[config.mk]
export PLATFORM = sky130hd
export DESIGN_NAME = inst_fetch_queue
export DESIGN_NICKNAME = d
export VERILOG_FILES = /design/src/rtl/inst_fetch_queue.sv
export SDC_FILE = /design/constraint.sdc
export NUM_CORES = 1
export LEC_CHECK = 0
export CAP_MARGIN = 0
export CORE_MARGIN = 4
export CORE_UTILIZATION = 32
export CTS_CLUSTER_DIAMETER = 50
export DETAILED_ROUTE_END_ITERATION = 16
export PLACE_DENSITY = 0.54
export RECOVER_POWER = 25
export SLEW_MARGIN = 0
export SYNTH_ARGS = -nofsm -noshare
export SYNTH_HDL_FRONTEND = slang
export SYNTH_SLANG_ARGS = --single-unit
[constraint.sdc]
create_clock -name clk -period 3.19 [get_ports clk]
set_input_delay 0.638 -clock clk [delete_from_list [all_inputs] [get_ports clk]]
set_output_delay 0.638 -clock clk [all_outputs]
set_load 0.01 [all_outputs]
[src/rtl/inst_fetch_queue.sv]
`default_nettype none
// ============================================================================
// Module : inst_fetch_queue
// Desc   : MIPS fetch front end; up to DEPTH word fetches in flight, in-order
//          response queue, valid/ready hand-off to decode, redirect flush.
//          Define FETCH_HALT_ON_ZERO_EN to stop fetching on a zero word.
// Rev    : 1.0 - initial release
// ============================================================================
module inst_fetch_queue #(
  parameter int                DEPTH    = 4,
  parameter int                ADDR_W   = 30,
  parameter logic [ADDR_W-1:0] RESET_PC = 30'h0100000
) (
  input  logic              clk,
  input  logic              reset_n,
  output logic              imem_req,
  output logic [ADDR_W-1:0] imem_addr,
  input  logic              imem_ready,
  input  logic              imem_rvalid,
  input  logic [31:0]       imem_rdata,
  input  logic              redirect,
  input  logic [ADDR_W-1:0] redirect_pc,
  output logic              out_valid,
  output logic [ADDR_W-1:0] out_pc,
  output logic [31:0]       out_inst,
  input  logic              out_ready,
  output logic              halted
);
  localparam int            c_pw    = $clog2(DEPTH);
  localparam int            c_cw    = c_pw + 1;
  localparam logic [c_cw:0] c_depth = (c_cw+1)'(DEPTH);

  logic [ADDR_W-1:0] r_fpc;
  logic [ADDR_W-1:0] r_rpc;
  logic [ADDR_W-1:0] r_pc_mem   [DEPTH];
  logic [31:0]       r_inst_mem [DEPTH];
  logic [c_pw-1:0]   r_head;
  logic [c_pw-1:0]   r_tail;
  logic [c_cw-1:0]   r_count;
  logic [c_cw-1:0]   r_outst;
  logic [c_cw-1:0]   r_discard;
  logic [c_cw:0]     w_inflight;
  logic [c_cw-1:0]   w_outst_nx;
  logic              w_stop;
  logic              w_accept;
  logic              w_push;
  logic              w_pop;
  logic              w_zero_push;

  // Occupied slots plus in-flight fetches form the credit limit, so a response never overflows.
  assign w_inflight = {1'b0, r_count} + {1'b0, r_outst};
  assign imem_req   = reset_n && !redirect && !w_stop && (w_inflight < c_depth);
  assign imem_addr  = r_fpc;
  assign w_accept   = imem_req && imem_ready;
  assign w_push     = imem_rvalid && (r_discard == '0) && !redirect;
  assign out_valid  = (r_count != '0);
  assign w_pop      = out_valid && out_ready && !redirect;
  assign w_outst_nx = r_outst + c_cw'(w_accept) - c_cw'(imem_rvalid);
  assign out_pc     = out_valid ? r_pc_mem[r_head]   : '0;
  assign out_inst   = out_valid ? r_inst_mem[r_head] : '0;

  always_ff @(posedge clk or negedge reset_n) begin
    if (!reset_n) begin
      r_fpc     <= RESET_PC;
      r_rpc     <= RESET_PC;
      r_head    <= '0;
      r_tail    <= '0;
      r_count   <= '0;
      r_outst   <= '0;
      r_discard <= '0;
    end else if (redirect) begin
      // Everything still in flight belongs to the old stream and must be dropped.
      r_fpc     <= redirect_pc;
      r_rpc     <= redirect_pc;
      r_head    <= '0;
      r_tail    <= '0;
      r_count   <= '0;
      r_outst   <= w_outst_nx;
      r_discard <= w_outst_nx;
    end else begin
      if (w_accept) r_fpc <= r_fpc + ADDR_W'(1);
      if (w_push) begin
        r_rpc  <= r_rpc + ADDR_W'(1);
        r_tail <= r_tail + c_pw'(1);
      end
      if (w_pop) r_head <= r_head + c_pw'(1);
      r_count <= r_count + c_cw'(w_push) - c_cw'(w_pop);
      r_outst <= w_outst_nx;
      if (imem_rvalid && (r_discard != '0)) r_discard <= r_discard - c_cw'(1);
      else if (w_zero_push)                 r_discard <= w_outst_nx;
    end
  end

  always_ff @(posedge clk) begin
    if (w_push) begin
      r_pc_mem[r_tail]   <= r_rpc;
      r_inst_mem[r_tail] <= imem_rdata;
    end
  end

`ifdef FETCH_HALT_ON_ZERO_EN
  logic r_stop;
  logic r_halted;

  assign w_stop      = r_stop;
  assign halted      = r_halted;
  assign w_zero_push = w_push && (imem_rdata == 32'h0);

  always_ff @(posedge clk or negedge reset_n) begin
    if (!reset_n) begin
      r_stop   <= 1'b0;
      r_halted <= 1'b0;
    end else if (redirect) begin
      r_stop   <= 1'b0;
      r_halted <= 1'b0;
    end else begin
      if (w_zero_push) r_stop <= 1'b1;
      // Once stopped, the only zero word left to pop is the one that stopped fetch.
      if (w_pop && r_stop && (r_inst_mem[r_head] == 32'h0)) r_halted <= 1'b1;
    end
  end
`else
  assign w_stop      = 1'b0;
  assign halted      = 1'b0;
  assign w_zero_push = 1'b0;
`endif

endmodule
`default_nettype wire

==> flow_summary.html, run 1 <==
<table>
<tr><th>Metric</th><th>Value</th></tr>
<tr><th colspan="2">Yosys</th></tr>
<tr><td>Syn nets</td><td>930</td></tr>
<tr><td>Flip-flop cell with the highest count after synthesis</td><td>edfxtp_1</td></tr>
<tr><td>Fraction of synthesized cell area taken by the top area cell type</td><td>54.8%</td></tr>
<tr><td>Asr flop ratio synth</td><td>22.7%</td></tr>
<tr><td>Number of library cell types mapped by synthesis</td><td>54</td></tr>
<tr><td>Avg Cell Area, Syn</td><td>16.1 µm²</td></tr>
<tr><td>Most area-hungry cell type in the Yosys netlist</td><td>edfxtp_1</td></tr>
<tr><td>Flop and latch count out of synthesis</td><td>321</td></tr>
<tr><td>Count of flip-flops with a built-in enable after synthesis</td><td>248</td></tr>
<tr><td>Count of warnings emitted by yosys</td><td>0</td></tr>
<tr><td>Post-synthesis instance area</td><td>13600 µm²</td></tr>
<tr><td>Portion of the post-synthesis area used by sequential elements</td><td>68.2%</td></tr>
<tr><td>Cell types with the largest area share after synthesis</td><td>edfxtp_1 (55%), dfrtp_1 (13%), mux4_2 (10%), and2_1 (3.1%), xnor2_1 (2.0%)</td></tr>
<tr><td>Cell count after synthesis</td><td>846</td></tr>
<tr><th colspan="2">Worst setup path</th></tr>
<tr><td>Worst Path Required</td><td>2550 ps</td></tr>
<tr><td>Maximum fanout encountered on the critical timing path</td><td>6</td></tr>
<tr><td>Kind of critical path</td><td>flip-flop to output pin</td></tr>
<tr><td>Worst-path cell chain</td><td>buf_12 &gt; buf_6 &gt; mux4_2 &gt; and2_1 &gt; clkdlybuf4s50_1</td></tr>
<tr><td>Element type at the critical path start</td><td>flip-flop</td></tr>
<tr><td>Largest incremental delay on the critical path</td><td>530 ps</td></tr>
<tr><td>Kind of end point of the critical path</td><td>output pin</td></tr>
<tr><td>Critical path arrival</td><td>2440 ps</td></tr>
<tr><td>Slowest cell on the critical path</td><td>mux4_2</td></tr>
<tr><th colspan="2">Finish</th></tr>
<tr><td>Area growth from synthesis to layout</td><td>29.1%</td></tr>
<tr><td>Antenna Cells</td><td>0</td></tr>
<tr><td>Ratio of cells with drive above 1 in the final layout</td><td>18.3%</td></tr>
<tr><td>Final-stage net count</td><td>1136</td></tr>
<tr><th colspan="2">GRT</th></tr>
<tr><td>Antenna violations before repair</td><td>1</td></tr>
<tr><td>Via count of the first global-routing pass</td><td>8440</td></tr>
<tr><td>Wire length of the first global-routing pass</td><td>50300 µm</td></tr>
<tr><td>Remaining Overflow, GRT</td><td>0</td></tr>
<tr><td>Maximum number of pins on one net before global-route repair</td><td>57</td></tr>
<tr><td>All-layer global routing usage</td><td>13.9%</td></tr>
<tr><th colspan="2">Status</th></tr>
<tr><td>Outcome</td><td>finished with violations</td></tr>
<tr><td>Failing checks</td><td>capacitance limit, slew limit</td></tr>
<tr><th colspan="2">Detailed routing</th></tr>
<tr><td>Total routed wire length on the met1 layer</td><td>14900 µm</td></tr>
<tr><td>Routed via count</td><td>7862</td></tr>
<tr><td>DR pass1 iterations</td><td>4</td></tr>
<tr><td>Vias per Instance</td><td>4.85</td></tr>
<tr><td>Post-detailed-routing wire length</td><td>31400 µm</td></tr>
<tr><td>ANT nets after route</td><td>0</td></tr>
<tr><td>Residual DRC</td><td>0</td></tr>
<tr><td>Routed wire length per instance</td><td>19.4 µm</td></tr>
<tr><td>Met3 routed wirelength</td><td>1550 µm</td></tr>
<tr><td>Number of DRC markers in iteration 0</td><td>332</td></tr>
<tr><td>Wire length on met2</td><td>14200 µm</td></tr>
<tr><td>Top layer reached by signal wires</td><td>met5</td></tr>
<tr><th colspan="2">STA</th></tr>
<tr><td>Worst relative slew slack</td><td>-16.1%</td></tr>
<tr><td>Worst Max-Slew Pin Slew</td><td>1740 ps</td></tr>
<tr><td>Setup WS post-layout</td><td>107 ps</td></tr>
<tr><td>Setup repair after global routing missed its margin</td><td>false</td></tr>
<tr><td>Maximum frequency from static timing analysis</td><td>324 MHz</td></tr>
<tr><td>Final hold violation count</td><td>0</td></tr>
<tr><td>Final number of max-transition violations</td><td>32</td></tr>
<tr><td>Final critical path time including I/O delays and setup</td><td>3080 ps</td></tr>
<tr><td>Count of endpoints failing setup in the final report</td><td>0</td></tr>
<tr><td>Final-layout setup total negative slack</td><td>0 ps</td></tr>
<tr><td>Layout Skew</td><td>17.2 ps</td></tr>
<tr><td>Final Cycle Share</td><td>96.6%</td></tr>
<tr><th colspan="2">Placement</th></tr>
<tr><td>Placer congestion estimate</td><td>0.750</td></tr>
<tr><td>HPWL Detailed</td><td>20800 µm</td></tr>
<tr><td>Worst slack at placement</td><td>239 ps</td></tr>
<tr><td>Buffers added on ports</td><td>161</td></tr>
<tr><th colspan="2">Clock tree</th></tr>
<tr><td>Clk pin slew, worst setup/hold paths</td><td>60 ps</td></tr>
<tr><td>Clock tree from TritonCTS</td><td>yes</td></tr>
<tr><td>Clock Tree Buf Depth</td><td>3</td></tr>
<tr><td>Clock buffers created by TritonCTS</td><td>41</td></tr>
<tr><td>Insertion delay of the later-clocked pin in the worst-skew pair</td><td>550 ps</td></tr>
<tr><td>Cell at the root of the clock tree</td><td>clkbuf_16</td></tr>
<tr><td>Clock sink total</td><td>321</td></tr>
<tr><td>Hold_buf cts</td><td>0</td></tr>
<tr><td>Max H-tree Level</td><td>2</td></tr>
<tr><th colspan="2">Power and ir drop</th></tr>
<tr><td>Max rail drop VDD</td><td>0.000364 V</td></tr>
<tr><td>Total leakage power</td><td>6.59 nW</td></tr>
<tr><td>Design Power</td><td>0.0131 W</td></tr>
<tr><td>Power density of the placed cells</td><td>744 nW/µm²</td></tr>
<tr><th colspan="2">Run</th></tr>
<tr><td>Total of max-cap violations</td><td>1</td></tr>
<tr><th colspan="2">Floorplan</th></tr>
<tr><td>Number of top-level pins</td><td>163</td></tr>
<tr><td>Die extent in y</td><td>214 µm</td></tr>
<tr><td>Horizontal die dimension</td><td>214 µm</td></tr>
<tr><td>Placeable core region</td><td>41900 µm²</td></tr>
<tr><td>Initial Util</td><td>32.4%</td></tr>
<tr><td>Number of core rows</td><td>75</td></tr>
<tr><td>Full die area</td><td>45900 µm²</td></tr>
<tr><th colspan="2">Min path</th></tr>
<tr><td>Path class of the lowest-slack min-delay path</td><td>input port to flip-flop</td></tr>
</table>
==> cells by family after synthesis <==
logic type                 after synthesis  share of synthesized area (%)
AOI/OAI and AO/OA                       76                           3.45
DFF                                    321                           68.2
buffers and inverters                   64                           1.92
muxes                                   77                           11.5
adders and majority gates               16                           1.58
and+or+nand+nor                        247                           10.5
xor gates and xnor gates                44                           2.83
other                                    1                         0.0276
==> repair_timing <==
item,4_1_cts,5_1_grt
gates resized for setup,14,35
endpoints found under the setup margin,59,37
gates cloned,0,0
buffers inserted,4,11
==> worst max-delay path, delay by kind of cell (launching register included) <==
kind                   cells  cell delay, ps
buffers and inverters      3             760
flip-flops                 1             430
multiplexers               1             530
AND/OR/NAND/NOR            1             180
==> layout by cell type (no fill, tap or decap), types with 12 or more instances in the layout <==
cell               n
and2_1            64
buf_4             27
clkbuf_16         41
clkdlybuf4s50_1  100
dfrtp_1           69
dlygate4sd3_1     16
dlymetal6s2s_1    34
edfxtp_1         248
ha_1              14
inv_1             22
mux2_2            12
mux4_2            62
nand2_1           54
nand3_1           33
nor2_1            26
nor3_1            12
o211ai_1          13
o21ai_0           29
xnor2_1           31
xor2_1            13
==> cell usage after synthesis (all sizes together), types with 9 or more instances <==
| library cell | count |
|---|---|
| o211ai | 13 |
| nand2 | 54 |
| buf | 14 |
| mux4 | 62 |
| nand4 | 11 |
| and2 | 70 |
| nor4 | 9 |
| mux2 | 12 |
| dfrtp | 71 |
| xor2 | 13 |
| clkbuf | 27 |
| nor3 | 13 |
| nor2 | 26 |
| ha | 14 |
| o21ai | 39 |
| nand3 | 33 |
| edfxtp | 248 |
| inv | 22 |
| and3 | 10 |
| xnor2 | 31 |
==> per-stage QoR <==
step	cell area (µm²)	instances	hold slack, ps	utilization (%)
finish	17600	1622	397	41.9
global route	17600	1622	411	41.9
CTS	17400	1611	252	41.5
detailed placement	16100	1533	533	38.3
global placement	16100	1533	520	38.3
floorplan	13600	846	342	-
==> registers in the layout (all words and copies together) (netlist names) <==
register and cells:
r_inst_mem 128, r_pc_mem 120, imem_addr 30, r_rpc 30
r_count 3, r_discard 3, r_outst 3, r_head 2
r_tail 2
==> report_power, final <==
| group | internal, W | switching [W] | total (W) | leakage, nW |
|---|---|---|---|---|
| Combinational | 0.00202 | 0.00167 | 0.00369 | 2.84 |
| Sequential | 0.00480 | 0.000251 | 0.00505 | 3.12 |
| Clock | 0.00255 | 0.00177 | 0.00432 | 0.623 |
| Total | 0.00937 | 0.00369 | 0.0131 | 6.59 |
==> layout make-up <==
type	instances	area, µm²
Inverter	23	86.3
Clock inverter	27	221
Sequential cell	321	9280
Fill cell	3831	24400
Clock buffer	47	1050
Timing Repair Buffer	204	2160
Multi-Input combinational cell	461	4080
Tap cell	539	674
==> per-layer routing <==
layer,vias up,global-route usage [%]
met2,182,21.7
met5,-,0
met1,3976,19.3
met3,50,3.80
met4,2,4.11
li1,3652,-
==> worst paths after layout <==
kind	start	to	slack (ps)	cells after the start
min in group asynchronous	reset_n	imem_addr[27]	940	2
setup / recovery	r_head[0]	out_pc[22]	110	5
hold / removal	redirect	r_tail[1]	400	2
setup reg to reg	r_count[2]	r_discard[2]	670	12
max in group asynchronous	reset_n	r_head[0]	770	3
hold reg to reg	r_outst[0]	r_outst[0]	550	1
Note: power is estimated with default switching activity, not from simulation.
==> run 2, diff against run 1 <==
CTS_CLUSTER_SIZE = 20   (was unset)
PLACE_DENSITY = 0.55   (was 0.54)
SKIP_CTS_REPAIR_TIMING = 1   (was unset)
clock period = 2.6 ns   (was 3.19 ns; I/O delays follow)
==> flow_summary.html, run 2 (synthesis gave the netlist of run 1 again) <==
<table>
<tr><th>Metric</th><th>Value</th></tr>
<tr><th colspan="2">Status</th></tr>
<tr><td>Outcome</td><td>finished with violations</td></tr>
<tr><td>Failing checks</td><td>capacitance limit, slew limit, setup timing</td></tr>
<tr><th colspan="2">Detailed routing</th></tr>
<tr><td>Vias per Instance</td><td>4.83</td></tr>
<tr><td>Routed via count</td><td>7957</td></tr>
<tr><td>Number of DRC markers in iteration 0</td><td>365</td></tr>
<tr><td>Routed wire length per instance</td><td>19.9 µm</td></tr>
<tr><td>Post-detailed-routing wire length</td><td>32700 µm</td></tr>
<tr><td>ANT nets after route</td><td>0</td></tr>
<tr><td>DR pass1 iterations</td><td>5</td></tr>
<tr><td>Residual DRC</td><td>0</td></tr>
<tr><th colspan="2">Worst setup path</th></tr>
<tr><td>Kind of end point of the critical path</td><td>output pin</td></tr>
<tr><td>Element type at the critical path start</td><td>flip-flop</td></tr>
<tr><td>Critical path arrival</td><td>2270 ps</td></tr>
<tr><td>Worst Path Required</td><td>2080 ps</td></tr>
<tr><td>Maximum fanout encountered on the critical timing path</td><td>6</td></tr>
<tr><td>Kind of critical path</td><td>flip-flop to output pin</td></tr>
<tr><th colspan="2">Floorplan</th></tr>
<tr><td>Initial Util</td><td>32.4%</td></tr>
<tr><td>Placeable core region</td><td>41900 µm²</td></tr>
<tr><td>Full die area</td><td>45900 µm²</td></tr>
<tr><td>Number of top-level pins</td><td>163</td></tr>
<tr><td>Number of core rows</td><td>75</td></tr>
<tr><td>Die extent in y</td><td>214 µm</td></tr>
<tr><td>Horizontal die dimension</td><td>214 µm</td></tr>
<tr><th colspan="2">STA</th></tr>
<tr><td>Worst relative slew slack</td><td>-15.6%</td></tr>
<tr><td>Count of endpoints failing setup in the final report</td><td>60</td></tr>
<tr><td>Final Cycle Share</td><td>107%</td></tr>
<tr><td>Final critical path time including I/O delays and setup</td><td>2790 ps</td></tr>
<tr><td>Worst Max-Slew Pin Slew</td><td>1730 ps</td></tr>
<tr><td>Hold Slack</td><td>419 ps</td></tr>
<tr><td>Layout Skew</td><td>24.8 ps</td></tr>
<tr><td>Maximum frequency from static timing analysis</td><td>359 MHz</td></tr>
<tr><td>Setup repair after global routing missed its margin</td><td>true</td></tr>
<tr><td>Setup WS post-layout</td><td>-188 ps</td></tr>
<tr><td>Final number of max-transition violations</td><td>30</td></tr>
<tr><td>Final hold violation count</td><td>0</td></tr>
<tr><th colspan="2">Power and ir drop</th></tr>
<tr><td>Fraction of power consumed by the clock network</td><td>30.0%</td></tr>
<tr><td>P_sw</td><td>0.00496 W</td></tr>
<tr><td>Power density of the placed cells</td><td>955 nW/µm²</td></tr>
<tr><td>Comb power frac</td><td>34.0%</td></tr>
<tr><td>Total leakage power</td><td>6.52 nW</td></tr>
<tr><td>Max rail drop VDD</td><td>0.000439 V</td></tr>
<tr><td>Internal power component</td><td>0.0123 W</td></tr>
<tr><td>Share of power burned in registers</td><td>36.0%</td></tr>
<tr><td>Switching part of the total power</td><td>28.7%</td></tr>
<tr><th colspan="2">GRT</th></tr>
<tr><td>Remaining Overflow, GRT</td><td>0</td></tr>
<tr><td>GRT met1 Usage</td><td>19.5%</td></tr>
<tr><td>GR met3 Demand/Resource</td><td>2.93%</td></tr>
<tr><td>Antenna violations before repair</td><td>0</td></tr>
<tr><td>Maximum number of pins on one net before global-route repair</td><td>51</td></tr>
<tr><td>Via count of the first global-routing pass</td><td>8232</td></tr>
<tr><td>Wire length of the first global-routing pass</td><td>49300 µm</td></tr>
<tr><td>Global routing met2 resource utilization</td><td>21.2%</td></tr>
<tr><td>All-layer global routing usage</td><td>13.6%</td></tr>
<tr><td>Busiest grt layer</td><td>met2</td></tr>
<tr><th colspan="2">Clock tree</th></tr>
<tr><td>Insertion delay of the later-clocked pin in the worst-skew pair</td><td>540 ps</td></tr>
<tr><td>Cell at the root of the clock tree</td><td>clkbuf_16</td></tr>
<tr><td>Clk pin slew, worst setup/hold paths</td><td>60 ps</td></tr>
<tr><td>Clock Tree Buf Depth</td><td>3</td></tr>
<tr><td>Clock tree from TritonCTS</td><td>yes</td></tr>
<tr><td>Clock sink total</td><td>321</td></tr>
<tr><td>Max H-tree Level</td><td>2</td></tr>
<tr><td>Clock buffers created by TritonCTS</td><td>37</td></tr>
<tr><th colspan="2">Min path</th></tr>
<tr><td>Path class of the lowest-slack min-delay path</td><td>input port to flip-flop</td></tr>
<tr><th colspan="2">Finish</th></tr>
<tr><td>Number of inserted filler cells in the final layout</td><td>3808</td></tr>
<tr><td>Leading cell types in the layout, fill and taps excluded</td><td>edfxtp_1 (248), dfrtp_1 (68), clkdlybuf4s50_1 (64), mux4_2 (62), buf_6 (62)</td></tr>
<tr><td>Ratio of cells with drive above 1 in the final layout</td><td>30.8%</td></tr>
<tr><td>Final standard cell count with taps included and fillers excluded</td><td>1648</td></tr>
<tr><td>Area growth from synthesis to layout</td><td>33.1%</td></tr>
<tr><td>Max FFs per register</td><td>128</td></tr>
<tr><td>Most frequent standard cell in the layout excluding fill and tap cells</td><td>edfxtp_1</td></tr>
<tr><td>Top Registers</td><td>r_inst_mem x128, r_pc_mem x120</td></tr>
<tr><td>Antenna Cells</td><td>0</td></tr>
<tr><td>Final-stage net count</td><td>1166</td></tr>
<tr><td>Fin util</td><td>43.2%</td></tr>
<tr><td>Top register by number of flip-flops</td><td>r_inst_mem</td></tr>
<tr><th colspan="2">Placement</th></tr>
<tr><td>Placer congestion estimate</td><td>0.749</td></tr>
<tr><td>HPWL Detailed</td><td>20300 µm</td></tr>
<tr><td>Number of placed instances, taps included</td><td>1540</td></tr>
<tr><td>Buffers added on ports</td><td>161</td></tr>
<tr><th colspan="2">Run</th></tr>
<tr><td>Total of max-cap violations</td><td>1</td></tr>
</table>
## run 2: power by group through the flow
| stage | Sequential [W] | Clock (W) | Combinational, W |
|---|---|---|---|
| 5_1_grt | 0.00627 | 0.00561 | 0.00633 |
| 6_report | 0.00622 | 0.00519 | 0.00588 |
| 2_1_floorplan | 0.00621 | 0 | 0.00236 |
| 3_3_place_gp | 0.00630 | 0 | 0.00458 |
| 4_1_cts | 0.00621 | 0.00538 | 0.00460 |
| 3_5_place_dp | 0.00631 | 0 | 0.00459 |
## run 2: final cells by class
type                       instances  area (µm²)  share of cell area (%)
clock inverter                    22         240                    1.33
sequential                       321        9290                    51.3
tap                              539         674                    3.72
multi-input combinational        461        4220                    23.3
inverter                          23        87.6                   0.484
clock buffer                      44         995                    5.49
timing repair buffer             238        2610                    14.4
## run 2: final timing paths
kind	startpoint	endpoint	slack, ps	cells past startpoint
max in group asynchronous	reset_n	r_head[0]	370	3
min in group asynchronous	reset_n	imem_addr[24]	750	2
max	r_head[0]	out_pc[23]	-190	6
max reg2reg	r_count[2]	r_discard[2]	190	12
min	redirect	r_count[1]	420	3
min reg2reg	imem_addr[20]	imem_addr[20]	550	2
## run 2: critical path, stage by stage (launching register included)
cell       delay [ps]
dfrtp_4           540
buf_12            150
buf_8             110
clkbuf_16         150
mux4_2            520
and2_4            160
buf_6             110
## run 2: metrics by stage
step / instance area [µm²] / power (W) / setup TNS (ps) / setup slack (ps)
floorplan: 13600 / 0.00856 / 0 / 8.49
global placement: 16200 / 0.0109 / -5.19 / -5.19
detailed placement: 16200 / 0.0109 / -172 / -58.5
CTS: 17400 / 0.0162 / -27610 / -502
global route: 18100 / 0.0182 / -11580 / -266
finish: 18100 / 0.0173 / -6330 / -188
## run 2: routing by layer
layer  vias to the layer above  routed length, µm
met5                         -                  0
met2                       189              14900
met4                         0                577
li1                       3712                  -
met1                      4017              15700
met3                        39               1480
==> run 3, diff against run 2 <==
HOLD_SLACK_MARGIN = 0.1   (was unset)
==> results of run 3 <==
Same layout as run 2: the final DEF is identical, and so are final timing and power.
